--- config.mk ---
export PLATFORM = sky130hd
export DESIGN_NAME = if_fetch
export DESIGN_NICKNAME = d
export VERILOG_FILES = /design/src/rtl/cpu_defs_pkg.sv /design/src/rtl/if_skid_buf.sv /design/src/rtl/if_fetch.sv
export SDC_FILE = /design/constraint.sdc
export NUM_CORES = 1
export LEC_CHECK = 0
export ABC_AREA = 1
export BUFFER_PORTS_ARGS = -buffer_cell sky130_fd_sc_hd__buf_4
export CAP_MARGIN = 20
export CORE_MARGIN = 2
export CORE_UTILIZATION = 40
export CTS_CLUSTER_SIZE = 8
export DETAILED_ROUTE_END_ITERATION = 7
export HOLD_SLACK_MARGIN = 0.02
export SLEW_MARGIN = 15
export SYNTH_ARGS = -nofsm -noshare
export SYNTH_HDL_FRONTEND = slang
export SYNTH_SLANG_ARGS = --single-unit
--- constraint.sdc ---
create_clock -name clk -period 2.9 [get_ports clk]
set_input_delay 0.435 -clock clk [delete_from_list [all_inputs] [get_ports clk]]
set_output_delay 0.435 -clock clk [all_outputs]
set_load 0.05 [all_outputs]
--- src/rtl/cpu_defs_pkg.sv ---
// Shared CPU front-end definitions: widths, reset vector and the fetch packet.
package cpu_defs_pkg;
   localparam int              PC_W     = 32;
   localparam int              INST_W   = 32;
   localparam int              ROM_AW   = 10;
   localparam logic [PC_W-1:0] RESET_PC = 32'h0000_0000;
   localparam logic [PC_W-1:0] PC_INC   = 32'd4;

   typedef struct packed {
      logic [INST_W-1:0] inst;
      logic [PC_W-1:0]   pc;
   } fetch_pkt_t;
endpackage

--- src/rtl/if_skid_buf.sv ---
// Output register plus one skid entry; the skid always drains ahead of new data.
module if_skid_buf #(
   parameter int W = 64
) (
   input  logic         clk,
   input  logic         clr,
   input  logic         in_valid,
   input  logic [W-1:0] in_data,
   input  logic         out_ready,
   output logic         out_valid,
   output logic [W-1:0] out_data,
   output logic         skid_valid
);
   logic [W-1:0] skid_q;
   logic         take;

   assign take = !out_valid || out_ready;

   always_ff @(posedge clk) begin
      if (clr) begin
         out_valid  <= 1'b0;
         out_data   <= '0;
         skid_valid <= 1'b0;
         skid_q     <= '0;
      end else if (take) begin
         if (skid_valid) begin
            out_valid  <= 1'b1;
            out_data   <= skid_q;
            skid_valid <= in_valid;
            if (in_valid) skid_q <= in_data;
         end else begin
            out_valid <= in_valid;
            if (in_valid) out_data <= in_data;
         end
      end else if (in_valid) begin
         // upstream issue throttling guarantees the skid is free here
         skid_valid <= 1'b1;
         skid_q     <= in_data;
      end
   end
endmodule

--- src/rtl/if_fetch.sv ---
// Instruction fetch: PC/issue control toward a 1-cycle ROM, skid-buffered decode handoff.
module if_fetch #(
   parameter int                         PC_W     = cpu_defs_pkg::PC_W,
   parameter int                         ROM_AW   = cpu_defs_pkg::ROM_AW,
   parameter int                         INST_W   = cpu_defs_pkg::INST_W,
   parameter logic [cpu_defs_pkg::PC_W-1:0] RESET_PC = cpu_defs_pkg::RESET_PC
) (
   input  logic              clk,
   input  logic              rst,
   output logic              rom_ce_o,
   output logic [ROM_AW-1:0] rom_addr_o,
   input  logic [INST_W-1:0] rom_data_i,
   input  logic              flush_i,
   input  logic [PC_W-1:0]   flush_pc_i,
   output logic [INST_W-1:0] inst_o,
   output logic [PC_W-1:0]   inst_pc_o,
   output logic              inst_valid_o,
   input  logic              id_ready_i
);
   import cpu_defs_pkg::*;

   logic [PC_W-1:0] fetch_pc, req_pc;
   logic            pending, skid_valid, fire, issue;
   logic [1:0]      occ;

   assign fire  = inst_valid_o & id_ready_i;
   assign occ   = 2'(inst_valid_o) + 2'(skid_valid) + 2'(pending);
   // fire never exceeds occ, so the subtraction cannot underflow
   assign issue = !rst && !flush_i && ((occ - 2'(fire)) < 2'd2);

   assign rom_ce_o   = issue;
   assign rom_addr_o = issue ? fetch_pc[ROM_AW+1:2] : '0;

   always_ff @(posedge clk) begin
      if (rst) begin
         fetch_pc <= PC_W'(RESET_PC);
         req_pc   <= '0;
         pending  <= 1'b0;
      end else begin
         pending <= issue;
         if (flush_i) begin
            fetch_pc <= {flush_pc_i[PC_W-1:2], 2'b00};
         end else if (issue) begin
            fetch_pc <= fetch_pc + PC_W'(PC_INC);
            req_pc   <= fetch_pc;
         end
      end
   end

   if_skid_buf #(.W(INST_W + PC_W)) u_skid (
      .clk        (clk),
      .clr        (rst | flush_i),
      .in_valid   (pending & ~flush_i),
      .in_data    ({rom_data_i, req_pc}),
      .out_ready  (id_ready_i),
      .out_valid  (inst_valid_o),
      .out_data   ({inst_o, inst_pc_o}),
      .skid_valid (skid_valid)
   );
endmodule

==> impl_results.md <==
- Worst-path clk slew: ~0.07 ns
- Synth Area in Compound Gates: approximately 21%
- Gate Count Post-Synth: around 1,100
- Main synth FF type: dfxtp_1
- Hold Crit Class: in2reg
- HP Start: rom_data_i[24]
- Achievable Freq: 0.3625 GHz
- Status: finished clean
- Slew @ Worst Pin: between 1 and 1.5 ns
- Reg2reg start: u_skid.out_valid
- Initial antenna violation count: 0
- Place WS: roughly 0.21 ns
- Syn_area_per_cell: 7.190 sq um
- Number of flops mapped to enable cells by yosys: 0
- Adder-cell share of the synthesized area: less than 1%
- TritonCTS sink count: 187
- CP Launch Type: register
- Psw: approximately 0.0014 W
- I/O Pins: 144
- H-Tree Depth: 4
- Yosys cell types: 35
- Setup violators final: 0
- Crit Path Class: reg2out
- Worst-path fanout max: 5
- WL/cell: about 14 um
- Post-synthesis sequential area ratio: a little under half
- Die H: 147.3 um
- Dominant cell type by area after synthesis: dfxtp_1
- Initial DRC Count: around 310
- Reg-to-Reg End: req_pc[30]
- Fin cells: between 1,500 and 2,000
- Net Sw Frac: between 20% and 30%
- Post-Syn Area: around 8200 sq um
- Reg2reg path depth: 12
- Inst Count DP: between 1,000 and 1,500
- CTS tree: yes
- Die Wd: approximately 150 um
- DP Area: roughly 9300 sq um
- Required time worst endpoint: roughly 2.5 ns
- Max_slew headroom: roughly 28%
- Worst setup EP type: primary output
- Port Buffers: 139
- Period minus WS final: roughly 2.8 ns
- Static leakage: between 3 and 4 nW
- CTS max path bufs: 2
- Site Rows: 52
- YS warnings: 0
- # fillers: 2,118
- Hold Violations, Final: 0
- Global-route wire length before repair: around 34 mm
- Mux cell area share after synthesis: 0%
- Ant. Diodes: 0
- Max-Cap Viols: 0
- Slew Limit Fails: 0
- Combinational share of power: under 10%
- Hold Crit Endpoint: u_skid.skid_q[56]
- Fin area: between 9000 and 10,000 sq um
- Share of the synthesized area in the top cell type: between 40% and 50%
- VDD IR max: roughly 0.37 mV
- Int Power: 0.004104 W
- Area growth from synthesis to layout: 20.49%
- Most common cell in the netlist: nand2_1
- Routability cong.: around 0.81
- Multi-input gate area: 3662 sq um
- Initial DRT Pass Iterations: 4
- RSZ-0062 raised after global routing: no
- Share of post-route cells with drive strength above 1: between 10% and 20%
- Ys async rst share: 0%
- CTS buffer count: 17
- Clk_skew: 0.009217 ns
- Largest cells by area after synthesis: dfxtp_1, nand2_1, o21ai_0
- Clock Latency Late Sink: 0.43 ns
- Top post-synthesis cells by count: nand2_1, dfxtp_1, o21ai_0
- Period utilization: 95.12%
- DR vias/cell: 4.862
- Pwr dens: 557.2 nW/um^2
- XOR/XNOR share of the synthesized area: less than 1%
- Hold depth: 3
- CP arrival: roughly 2.3 ns
- Number of global-route vias before repair: a little under 7,000
- Total GRT Usage: 19.57%
- Routed WL: 20.92 mm
- Post-Synth Simple-Gate Area: 22.69%
- Antenna-violating nets left: 0
- Reg power frac: approximately 49%
- DRC: 0
- Final worst-path setup slack: between 0.1 and 0.15 ns
- Initial core utilization: approximately two fifths
- Root buf cell: clkbuf_16
- Congestion Overflow GR: 0
- Pin count of the biggest net entering global routing: approximately 130
- Synthesized flop and latch total: between 150 and 200
- Reg area: 3745 sq um
- Core box area: about 20,000 sq um
- Final nets: approximately 1,300
- Detailed placement HPWL: approximately 13 mm
- Clock power frac: a little over two fifths
- Via count: 7,414
- Largest family of logic cells by synthesized area: simple AND/OR/NAND/NOR gates
- R2R Setup Slk: 0.49 ns
- DIE AREA: about 22,000 sq um
power by group through the flow:
stage               logic (W)  registers (W)  clock network (W)
floorplan            0.000291        0.00281                  0
global placement     0.000514        0.00276                  0
detailed placement   0.000518        0.00276                  0
CTS                  0.000524        0.00270            0.00236
global route         0.000578        0.00271            0.00246
finish               0.000520        0.00270            0.00230
worst max path at each step:
| stage | from | end | slack, ns | cells past startpoint |
|---|---|---|---|---|
| after floorplan | u_skid.skid_valid | rom_addr_o[2] | -0.07 | 12 |
| after global placement | id_ready_i | rom_addr_o[2] | 0.24 | 13 |
| after detailed placement | id_ready_i | rom_addr_o[2] | 0.21 | 13 |
| after CTS | u_skid.out_valid | rom_addr_o[2] | 0.11 | 12 |
| after global routing | u_skid.out_valid | rom_addr_o[2] | 0.01 | 12 |
| final | u_skid.out_valid | rom_addr_o[2] | 0.14 | 12 |
flip-flops by register name (all words and copies together), names as in the netlist:
signal	count
u_skid.skid_q	62
u_skid.out_data	62
pending	1
u_skid.skid_valid	1
req_pc	30
fetch_pc	30
u_skid.out_valid	1
routing by layer:
metal | wire length [um] | track usage, %
met4 | 201 | 5.000
met1 | 10370 | 28.52
met2 | 9347 | 29.81
met5 | 0 | 0
met3 | 991 | 3.727
timing repair:
action / CTS / global route
setup buffers: 3 / 0
pin swaps: 0 / 0
endpoints found under the setup margin: 1 / 1
hold buffers: 0 / 0
endpoints found under the hold margin: 0 / 0
resized for setup: 0 / 1
cells in the final DEF, fill, tap and decap left out, types with 17 or more instances in the layout:
cell type,instances
nand2_1,264
dfxtp_1,186
buf_4,152
o21ai_0,139
nor2_1,116
inv_1,93
a21oi_1,75
a31oi_1,62
nand3_1,53
o21ai_1,19
clkbuf_16,17
through the flow:
step | setup TNS (ns) | power [W] | utilization, % | hold WS (ns)
after CTS | 0 | 0.005581 | 49.08 | 0.2496
final | 0 | 0.005517 | 49.09 | 0.2658
after global placement | 0 | 0.003273 | 46.11 | 0.4596
after global routing | 0 | 0.005750 | 49.09 | 0.2701
after floorplan | -0.1450 | 0.003101 | - | 0.4438
after detailed placement | 0 | 0.003278 | 46.11 | 0.4638
cells by family (layout without fill, tap and decap cells):
group,Yosys count,after routing
other,1,2
flip-flops,187,187
XOR/XNOR,5,5
buffers and inverters,177,288
AO/OA/AOI/OAI,314,314
AND/OR/NAND/NOR,456,456
adder cells (fa/ha/maj),3,3
final cells by class:
type / instances / area share, %
sequential: 187 / 37.82
multi-input combinational: 780 / 36.99
timing repair buffer: 155 / 12.04
clock buffer: 19 / 4.372
inverter: 101 / 3.930
tap: 270 / 3.412
clock inverter: 13 / 1.440
critical path, stage by stage, from the launching register on:
cell and delay (ns):
dfxtp_1 0.34, nand2_1 0.07, inv_1 0.04, ha_1 0.26
inv_1 0.04, ha_1 0.26, nand2_1 0.07, nand2_1 0.05
nand2_1 0.09, nand3_4 0.11, buf_4 0.19, nor2_1 0.19
buf_6 0.20
No activity file was read; power rests on OpenSTA's default activity.
